--- src/rtl/ahb_pkg.sv ---
// Shared AHB-Lite encodings and the SRAM front-end state type.
package ahb_pkg;

  typedef enum logic [1:0] {
    HTRANS_IDLE   = 2'b00,
    HTRANS_BUSY   = 2'b01,
    HTRANS_NONSEQ = 2'b10,
    HTRANS_SEQ    = 2'b11
  } htrans_t;

  localparam logic [2:0] HSIZE_BYTE = 3'd0;
  localparam logic [2:0] HSIZE_HALF = 3'd1;
  localparam logic [2:0] HSIZE_WORD = 3'd2;

  localparam logic HRESP_OKAY  = 1'b0;
  localparam logic HRESP_ERROR = 1'b1;

  typedef enum logic [2:0] {
    ST_IDLE,
    ST_WR_DATA,
    ST_RD_DATA,
    ST_RD_STALL,
    ST_ERR1,
    ST_ERR2
  } state_t;

endpackage

--- src/rtl/ahb_byte_strobe_gen.sv ---
// Maps HSIZE and the low byte-address bits to SRAM byte write enables.
module ahb_byte_strobe_gen
  import ahb_pkg::*;
(
  input  logic [2:0] hsize,
  input  logic [1:0] addr_lo,
  output logic [3:0] we,
  output logic       illegal
);

  always_comb begin
    we      = '0;
    illegal = 1'b0;
    case (hsize)
      HSIZE_BYTE: we = 4'b0001 << addr_lo;
      HSIZE_HALF: begin
        if (addr_lo[0]) illegal = 1'b1;
        else            we = addr_lo[1] ? 4'b1100 : 4'b0011;
      end
      HSIZE_WORD: begin
        if (addr_lo != 2'b00) illegal = 1'b1;
        else                  we = 4'b1111;
      end
      default: illegal = 1'b1;
    endcase
  end

endmodule

--- src/rtl/ahb_sram_ctrl.sv ---
// AHB-Lite slave driving a single-port SRAM: zero-wait reads and writes,
// one stall on read-after-write port collision, two-cycle ERROR on bad transfers.
module ahb_sram_ctrl
  import ahb_pkg::*;
#(
  parameter int unsigned AW = 11,
  parameter int unsigned DW = 32
) (
  input  logic          CLK,
  input  logic          reset_n,
  input  logic          HSEL,
  input  logic [AW+1:0] HADDR,
  input  logic [1:0]    HTRANS,
  input  logic          HWRITE,
  input  logic [2:0]    HSIZE,
  input  logic          HREADY,
  input  logic [DW-1:0] HWDATA,
  output logic [DW-1:0] HRDATA,
  output logic          HREADYOUT,
  output logic          HRESP,
  output logic          ME,
  output logic [3:0]    WE,
  output logic [AW-1:0] ADR,
  output logic [DW-1:0] D,
  input  logic [DW-1:0] Q
);

  logic [1:0]    rst_sync;
  logic          rst_n_int;
  state_t        state, state_nxt;
  logic [AW-1:0] wr_adr, rd_adr;
  logic [3:0]    wr_we;
  logic [3:0]    strb;
  logic          illegal;
  logic          can_accept, accept, acc_rd, acc_wr, collide;

  ahb_byte_strobe_gen u_strobe (
    .hsize   (HSIZE),
    .addr_lo (HADDR[1:0]),
    .we      (strb),
    .illegal (illegal)
  );

  // Reset asserts immediately, releases two clocks after reset_n rises.
  always_ff @(posedge CLK or negedge reset_n) begin
    if (!reset_n) rst_sync <= '0;
    else          rst_sync <= {rst_sync[0], 1'b1};
  end
  assign rst_n_int = rst_sync[1];

  assign can_accept = (state == ST_IDLE) || (state == ST_RD_DATA) ||
                      (state == ST_WR_DATA) || (state == ST_ERR2);
  assign accept  = rst_n_int && can_accept && HSEL && HREADY &&
                   ((HTRANS == HTRANS_NONSEQ) || (HTRANS == HTRANS_SEQ));
  assign acc_rd  = accept && !illegal && !HWRITE;
  assign acc_wr  = accept && !illegal && HWRITE;
  // A read address phase cannot use the SRAM while a write data phase owns it.
  assign collide = acc_rd && (state == ST_WR_DATA);

  always_ff @(posedge CLK or negedge rst_n_int) begin
    if (!rst_n_int) begin
      state  <= ST_IDLE;
      wr_adr <= '0;
      wr_we  <= '0;
      rd_adr <= '0;
    end else begin
      state <= state_nxt;
      if (acc_wr) begin
        wr_adr <= HADDR[AW+1:2];
        wr_we  <= strb;
      end
      if (collide) rd_adr <= HADDR[AW+1:2];
    end
  end

  always_comb begin
    state_nxt = ST_IDLE;
    case (state)
      ST_RD_STALL: state_nxt = ST_RD_DATA;
      ST_ERR1:     state_nxt = ST_ERR2;
      default: begin
        if (accept) begin
          if (illegal)     state_nxt = ST_ERR1;
          else if (HWRITE) state_nxt = ST_WR_DATA;
          else if (collide) state_nxt = ST_RD_STALL;
          else             state_nxt = ST_RD_DATA;
        end
      end
    endcase
  end

  always_comb begin
    ME  = 1'b0;
    WE  = '0;
    ADR = '0;
    D   = '0;
    case (state)
      ST_WR_DATA: begin
        ME  = 1'b1;
        WE  = wr_we;
        ADR = wr_adr;
        D   = HWDATA;
      end
      ST_RD_STALL: begin
        ME  = 1'b1;
        ADR = rd_adr;
      end
      default: begin
        if (acc_rd) begin
          ME  = 1'b1;
          ADR = HADDR[AW+1:2];
        end
      end
    endcase
  end

  assign HREADYOUT = !((state == ST_RD_STALL) || (state == ST_ERR1));
  assign HRESP     = ((state == ST_ERR1) || (state == ST_ERR2)) ? HRESP_ERROR : HRESP_OKAY;
  assign HRDATA    = (state == ST_RD_DATA) ? Q : '0;

endmodule

--- config.mk ---
export PLATFORM = sky130hd
export DESIGN_NAME = ahb_sram_ctrl
export DESIGN_NICKNAME = d
export VERILOG_FILES = /design/src/rtl/ahb_pkg.sv /design/src/rtl/ahb_byte_strobe_gen.sv /design/src/rtl/ahb_sram_ctrl.sv
export SDC_FILE = /design/constraint.sdc
export NUM_CORES = 1
export LEC_CHECK = 0
export CAP_MARGIN = 20
export CORE_ASPECT_RATIO = 1.4
export CORE_MARGIN = 8
export CORE_UTILIZATION = 34
export CTS_BUF_LIST = sky130_fd_sc_hd__clkbuf_8 sky130_fd_sc_hd__clkbuf_16
export DETAILED_ROUTE_END_ITERATION = 10
export PLACE_DENSITY_LB_ADDON = 0.25
export SLEW_MARGIN = 10
export SYNTH_ARGS = -nofsm -noshare
export SYNTH_HDL_FRONTEND = slang
export SYNTH_SLANG_ARGS = --single-unit
--- constraint.sdc ---
create_clock -name CLK -period 3.5 [get_ports CLK]
set_input_delay 0.875 -clock CLK [delete_from_list [all_inputs] [get_ports CLK]]
set_output_delay 0.875 -clock CLK [all_outputs]
set_load 0.02 [all_outputs]
Yosys cells after proc, flatten, opt, wreduce, memory -nomap -nowiden
Cells that the tools add are included.
Storage, ports and cells
  output and inout port bits: 82
  bits in registers: 31
  logic and storage cells: 56
Cells by class
  equality and inequality tests: 9
  reduce and logical (&&, ||, !) cells: 21
  shifts and indexed selects: 1
  mux-type cells: 20
Operators with widths (count)
  32-bit 2-to-1 mux: 2
  11-bit one-hot mux with 2 select lines: 1
  4-bit 2-to-1 mux: 4
  4-bit one-hot mux with 3 select lines: 1
  11-bit 2-to-1 mux: 1
  3-bit by 2-bit == test with 1-bit output, second input constant: 3
  1-bit logical AND: 8
  3-bit by 1-bit == test with 1-bit output, second input constant: 2
  3-bit == test, second input constant: 2
  3-bit zero test: 2
  1-bit logical OR: 6
  1-bit 2-to-1 mux: 6
  3-bit 2-to-1 mux: 2
  3-bit one-hot mux with 2 select lines: 1
  2-bit == test, second input constant: 2
  1-bit by 2-bit << shifter with 4-bit output, first input constant: 1
  1-bit zero test: 3
  1-bit one-hot mux with 3 select lines: 1
  2-bit 2-to-1 mux: 1
  2-bit nonzero test: 1
  2-bit OR reduction: 1

Logic depth before layout (Yosys ltp)
Gate-level depths: netlist (run 1).
  depth after elaboration: 16
  gate-level depth with buffers: 6
  mapped depth without buffers: 4

Cells and area by module
A second synthesis (run 1) with hierarchy kept.
Unflattened totals
  cells, all modules: 240
  area, all modules: 2283.4 µm²
Modules (own cells, without submodules)
  ahb_sram_ctrl: cells an instance 227, times used 1, area each 2180.8 µm², seq. area each 775.7 µm²
  ahb_byte_strobe_gen: cells an instance 13, times used 1, area each 102.6 µm², seq. area each 0.0 µm²

Least setup slack after synthesis (run 1)
Ideal clock, no wire load.
  kind: register to output
  from: register rst_sync[1]
  to: output port ADR[0]
  data arrival time: 2.145 ns
  data required time: 2.625 ns
  buffers on the path: 1
  setup slack: 0.480 ns
  stages on the path, launching flop included: 6
  cell sequence: dfrtp_1 > and4_2 > nand4_1 > a21oi_1 > buf_2 > o2bb2ai_1
Between the ends
  cells in the longest elaborated chain, start to end: 8
Ends and longest elaborated chain
  from (decl): RTL line ahb_sram_ctrl.sv:28  | logic [1:0] rst_sync;
  from (signal assigned): RTL line ahb_sram_ctrl.sv:47  | else rst_sync <= {rst_sync[0], 1'b1};
  1-bit logical AND (4 in a row): RTL line ahb_sram_ctrl.sv:53  | assign accept = rst_n_int && can_accept && HSEL && HREADY &&
  1-bit logical AND (2 in a row): RTL line ahb_sram_ctrl.sv:55  | assign acc_rd = accept && !illegal && !HWRITE;
  11-bit 2-to-1 mux: RTL line ahb_sram_ctrl.sv:109  | if (acc_rd) begin
  11-bit one-hot mux with 2 select lines: RTL line ahb_sram_ctrl.sv:97  | case (state)
  to (decl): RTL line ahb_sram_ctrl.sv:23  | output logic [AW-1:0] ADR,
No other way between the ends.

Final worst setup path (run 1)
  from: input port HREADY
  to: output port ADR[4]
Between the ends
  cells in the longest elaborated chain, start to end: 6
Ends and longest elaborated chain
  from (decl): RTL line ahb_sram_ctrl.sv:16  | input logic HREADY,
  1-bit logical AND (2 in a row): RTL line ahb_sram_ctrl.sv:53
  1-bit logical AND (2 in a row): RTL line ahb_sram_ctrl.sv:55
  11-bit 2-to-1 mux: RTL line ahb_sram_ctrl.sv:109
  11-bit one-hot mux with 2 select lines: RTL line ahb_sram_ctrl.sv:97
No other way between the ends.

==> results of run 1 <==
logic make-up after synthesis:
logic type      after synthesis  share of synthesized area [%]
compound gates               30                           10.0
xor+xnor                      1                          0.403
buf+inv                      18                           5.18
flops                        31                           35.7
mux                          36                           19.7
other cells                   1                          0.172
simple gates                 96                           28.8
path summary, 6_finish.rpt:
| kind | to | slack, ps |
|---|---|---|
| max | ADR[4] | 80 |
| min | wr_we[0] | 340 |
| max reg2reg | wr_adr[5] | 1530 |
| min reg2reg | wr_we[0] | 340 |
| max in group asynchronous | rst_sync[0] | 2600 |
| min in group CLK | rst_sync[1] | 350 |
power by group through the flow:
stage	clock network, mW	registers, mW	logic (mW)
2_1_floorplan	0	0.422	0.306
3_3_place_gp	0	0.433	0.588
3_5_place_dp	0	0.434	0.597
4_1_cts	0.375	0.428	0.591
5_1_grt	0.395	0.434	0.627
6_report	0.367	0.428	0.580
per-layer routing:
layer	vias up	GRT usage [%]	wire length, um
li1	1081	-	-
met1	1008	19.3	3290
met2	105	29.4	4010
met3	4	5.51	614
met4	0	4.86	74
met5	-	0	0
area by class of cell:
cell class | instances | area, um2
Sequential cell | 31 | 776
Timing Repair Buffer | 184 | 1760
Clock inverter | 2 | 35.0
Tap cell | 72 | 90.1
Multi-Input combinational cell | 164 | 1290
Clock buffer | 6 | 82.6
Inverter | 3 | 11.3
Fill cell | 552 | 2170
flip-flops by register name (all words and copies together) (netlist names):
register,cells
rd_adr,11
wr_adr,11
wr_we,4
state,3
rst_sync,2
layout by cell type (no fill, tap or decap), types with 2 or more instances in the layout:
cell type	n
o2bb2ai_1	11
mux2_4	10
mux2_2	15
clkbuf_8	6
mux2i_1	11
o21ai_2	2
nand2b_1	3
or2_2	3
and2_1	68
clkbuf_2	9
nand3_1	2
inv_1	3
o31ai_1	2
o21ai_0	2
a21oi_1	7
buf_4	17
clkdlybuf4s50_1	155
clkdlybuf4s15_2	2
dfrtp_1	31
nor2_1	8
Yosys cell counts, drive strengths merged, types with 3 or more instances:
cell type	instances
and2	68
dfrtp	31
mux2	25
mux2i	11
o2bb2ai	11
clkbuf	9
nor2	9
a21oi	8
buf	6
o21ai	4
inv	3
nand2b	3
or2	3
metrics by stage:
stage | worst slack (ps) | instance area [um2] | hold WS [ps] | total power, mW | std cells
global route | 14.2 | 4040 | 356 | 1.46 | 462
floorplan | 480 | 2170 | 331 | 0.728 | 213
global placement | -241 | 3960 | 336 | 1.02 | 454
CTS | 2.76 | 4080 | 352 | 1.39 | 462
finish | 81.9 | 4040 | 345 | 1.38 | 462
detailed placement | -280 | 3960 | 341 | 1.03 | 454
what timing repair did:
| item | 4_1_cts | 5_1_grt |
|---|---|---|
| pin swaps | 0 | 0 |
| endpoints found under the setup margin | 12 | 11 |
| resized for setup | 21 | 14 |
| gates cloned | 0 | 0 |
==> metrics.cfg, run 1 <==
[worst_setup_path]
worst-path-max-fanout = 7
worstReg2RegStart = state[1]
crit_type = input pin to primary output
r2r_cells = 5
worstSetupStartpointType = input pin
cp.depth = 7
cp-startpoint = HREADY
crit_path_end_kind = primary output
arrival_ps = 2540
crit_chain = clkdlybuf4s50_1 -> and4_2 -> nand4_1 -> a21oi_2 -> buf_4 -> o2bb2ai_1 -> clkdlybuf4s15_2
cp_slowest_cell = clkdlybuf4s50_1
required_ps = 2620
path_buf_inv = 3
slowest_delay_ps = 460
cpLargestDelayFamily = buffers and inverters

[timing]
clock_skew_ps = 6.45
fin_setup_tns_ps = 0
rsz0062_at_grt = no
min_period_ps = 3420
post-route-period-util_pct = 97.7
finalHoldViolations = 0
fmax_mhz = 293
slew_violations = 0
setup_viol_count_final = 0

[finish]
num-nets-final = 476
layout-drive-gt1-share_pct = 18.7
finish.utilization_pct = 65.0
antenna_cells = 0
layout-area-overhead-vs-synth_pct = 85.8

[drt]
drtPass1Iterations = 4
wl_per_cell_um = 17.3
ant_nets = 0
routed_wl_um = 7990
drc = 0
drt_iter0_drc = 70
via_per_inst = 4.76
vias = 2198

[clock_network]
clk_pin_slew_worst_paths_ps = 70
cts_tree = yes
post_cts_buffers = 0
clk_latency_ps = 280
hold_buffers = 0
h-tree-depth = 2
cts-root-buf = clkbuf_8
cts_buffer_depth = 2
numCtsBuffers = 5
cts.sinks = 31

[run_status]
status = completed

[global_route]
grt_use_total_pct = 17.0
antenna_found_initial = 0
grt_max_degree = 37
grt_overflow = 0
grt_pass1_vias = 2266
grt_pass1_wl_um = 12800

[synthesis]
synth_top_area_share_pct = 35.7
yosys_register_bits = 31
synth-async-reset-ratio_pct = 100
synth.area.top_cells = dfrtp_1 (36%), and2_1 (20%), mux2_2 (7.8%)
post_synth_num_cell_types = 39
syn_inst = 213
syn-mean-instance-area_um2 = 10.2
synth_ff_type = dfrtp_1
synth_edf_count = 0
syn-num-nets = 300
synth_top_cell_by_area = dfrtp_1
netlist_area_mm2 = 0.00217
yosysSeqAreaShare_pct = 35.7
ys_warn_count = 0

[pwr]
sw_frac_of_total_pct = 31.9
p_switching_mw = 0.439
p_leak_nw = 1.69
p_seq_share_pct = 31.1
ir_drop_uv = 355
cellPowerDensity_mw_per_mm2 = 340
power.internal_mw = 0.936
power_frac_comb_pct = 42.2
clock_power_share_pct = 26.7

[die]
start_util_pct = 35.0
core_area_mm2 = 0.00621
die_h_um = 111
dieArea_mm2 = 0.00925
fp.dieW_um = 83.6
ios = 169
num_rows = 34

[run]
cap_violations = 0

[min_path]
hp-class = flop to asynchronous set/reset pin

[placed_design]
dpl.hpwl_um = 6650
portBuffers = 167
routabilityCongestion = 0.783

No activity file was read; power rests on OpenSTA's default activity.
==> inputs of run 2 (changes only) <==
--- a/config.mk
+++ b/config.mk
@@ -11,6 +11,7 @@
 export CORE_UTILIZATION = 34
 export CTS_BUF_LIST = sky130_fd_sc_hd__clkbuf_8 sky130_fd_sc_hd__clkbuf_16
 export DETAILED_ROUTE_END_ITERATION = 10
+export GPL_TIMING_DRIVEN = 0
 export PLACE_DENSITY_LB_ADDON = 0.25
 export SLEW_MARGIN = 10
 export SYNTH_ARGS = -nofsm -noshare
==> constraint.sdc (replaced) <==
create_clock -name CLK -period 3.4 [get_ports CLK]
set_input_delay 0.85 -clock CLK [delete_from_list [all_inputs] [get_ports CLK]]
set_output_delay 0.85 -clock CLK [all_outputs]
set_load 0.02 [all_outputs]
==> run 2 against run 1 <==
- final cell count decreased by 0.43%
- utilization decreased by 0.34 points
- first-iteration DRC count increased by 87%
- combinational power increased by 7.4%
- largest cell class unchanged
- die area unchanged
- critical path depth unchanged
- power decreased by 1.9%
- wire length increased by 1.2%
- setup slack improved by 5.0 ps
==> metrics.cfg, run 2 (synthesis gave the netlist of run 1 again) <==
[timing]
relSlewSlack_pct = 52.0
clock_skew_ps = 4.82  ; -1.63 ps
post-route-period-util_pct = 97.4
rsz0062_at_grt = no
worst_slew_pin_slew_ps = 720
slew_violations = 0  ; unchanged
fmax_mhz = 302
min_period_ps = 3310
setup_viol_count_final = 0  ; unchanged
whs_ps = 163  ; -182 ps
finalHoldViolations = 0  ; unchanged

[finish]
layout-area-overhead-vs-synth_pct = 84.8
layout_commonest_cell = clkdlybuf4s50_1
multi_input_area_mm2 = 0.00130  ; +0.78%
final_area_mm2 = 0.00402  ; -0.53%
layout-drive-gt1-share_pct = 19.1  ; +0.35 points
finish.utilization_pct = 64.7  ; -0.34 points
nFillCells = 530  ; -4.0%
layout_common_cells = clkdlybuf4s50_1 (150), and2_1 (68), dfrtp_1 (30), mux2_2 (15)
num-nets-final = 475  ; -0.21%
reg_top3 = rd_adr (11), wr_adr (11), wr_we (4)
final_cells = 460  ; -0.43%
antenna_cells = 0  ; unchanged
layout.area.seq_um2 = 777  ; +0.16%

[clock_network]
cts.sinks = 31  ; unchanged
clk_pin_slew_worst_paths_ps = 70  ; about the same
cts_tree = yes
cts_buffer_depth = 2  ; unchanged
numCtsBuffers = 5  ; unchanged
cts-root-buf = clkbuf_8
h-tree-depth = 2  ; unchanged
clk_latency_ps = 280  ; about the same

[drt]
ant_nets = 0  ; unchanged
vias = 2176  ; -1.0%
routed_wl_um = 8090  ; +1.2%
drc = 0  ; unchanged
drt_iter0_drc = 131  ; +87%
drtPass1Iterations = 4  ; unchanged
wl_per_cell_um = 17.6  ; +1.7%
via_per_inst = 4.73  ; -0.57%

[die]
start_util_pct = 35.0  ; unchanged
ios = 169  ; unchanged
dieArea_mm2 = 0.00925  ; unchanged
die_h_um = 111  ; unchanged
num_rows = 34  ; unchanged
fp.dieW_um = 83.6  ; unchanged
core_area_mm2 = 0.00621  ; unchanged

[worst_setup_path]
crit_chain = clkdlybuf4s50_1 -> and4_2 -> nand4_1 -> a21oi_2 -> buf_6 -> o2bb2ai_1 -> buf_2
worstSetupStartpointType = input pin
arrival_ps = 2460  ; -80 ps
cp_slowest_cell = clkdlybuf4s50_1
crit_type = input pin to primary output
crit_path_end_kind = primary output
required_ps = 2550  ; -70 ps
slowest_delay_ps = 450  ; about the same
worst-path-max-fanout = 10  ; +3

[pwr]
cellPowerDensity_mw_per_mm2 = 336  ; -1.4%
sw_frac_of_total_pct = 33.7  ; +1.7 points
p_leak_nw = 1.69  ; +0.56%
ir_drop_uv = 245  ; -31%
clock_power_share_pct = 21.6  ; -5.1 points
power_mw = 1.35  ; -1.9%
p_seq_share_pct = 32.2  ; +1.1 points
power_frac_comb_pct = 46.2  ; +4.0 points
p_switching_mw = 0.454  ; +3.4%
power.internal_mw = 0.894  ; -4.5%

[run]
cap_violations = 0  ; unchanged

[global_route]
antenna_found_initial = 0  ; unchanged
grt_use_total_pct = 17.3  ; +0.33 points
grt_max_degree = 20  ; -46%
grt_pass1_wl_um = 13000  ; +1.9%
grt_overflow = 0  ; unchanged
grt_pass1_vias = 2240  ; -1.1%

[min_path]
hp-class = flop to asynchronous set/reset pin

[placed_design]
routabilityCongestion = 0.771  ; -1.5%
place_area_mm2 = 0.00394  ; -0.47%
place_inst = 451  ; -0.66%
dpl.hpwl_um = 6710  ; +0.92%
portBuffers = 165  ; -1.2%

[run_status]
status = completed

## run 2: final timing paths
check / start / end / slack [ps] / cells after the start
max: HTRANS[1] / ADR[5] / 90 / 7
min: rst_sync[1] / wr_adr[7] / 160 / 0
max in group asynchronous: reset_n / rst_sync[1] / 2550 / 1
min reg2reg: rst_sync[1] / wr_adr[7] / 160 / 0
max reg2reg: rst_sync[1] / rd_adr[2] / 1220 / 6
min in group CLK: rst_sync[0] / rst_sync[1] / 350 / 0
## run 2: final cells by class
type                    instances  share of cell area [%]
plain buffers                  15                    2.86
clock buffers                   6                    2.05
clock inverters                 1                   0.125
inverters                       3                   0.280
multi-input cells             164                    32.3
flip-flops and latches         31                    19.3
well taps                      72                    2.24
repair buffers                168                    40.8
## run 2: timing repair
item / in CTS / in global routing
buffers inserted: 2 / 0
hold buffers: 0 / 0
gates resized for setup: 39 / 27
setup endpoints to repair: 42 / 72
pin swaps: 1 / 0
## run 2: worst max-delay path, delay by kind of cell
| family | cells | cell delay [ps] |
|---|---|---|
| buffers and inverters | 3 | 830 |
| and+or+nand+nor | 2 | 440 |
| AOI/OAI and AO/OA | 2 | 340 |
## run 2: per-layer routing
layer	track usage [%]	part of all wire, %	vias to the layer above
met5	0	0	-
met4	4.86	1.1	0
met3	6.03	8.2	5
met2	29.9	51	109
met1	19.5	40	982
li1	-	-	1080
## run 2: power by group through the flow
stage	logic, mW	clock network (mW)	registers [mW]
after global routing	0.675	0.311	0.439
final	0.623	0.292	0.434
after CTS	0.633	0.299	0.434
after global placement	0.613	0	0.442
after detailed placement	0.628	0	0.440
after floorplan	0.315	0	0.435
## run 2: stage by stage
| stage | TNS [ps] | setup slack, ps |
|---|---|---|
| final | 0 | 86.9 |
| after global routing | 0 | 29.6 |
| after CTS | 0 | 0.561 |
| after detailed placement | -6620 | -625 |
| after global placement | -6860 | -638 |
| after floorplan | 0 | 405 |
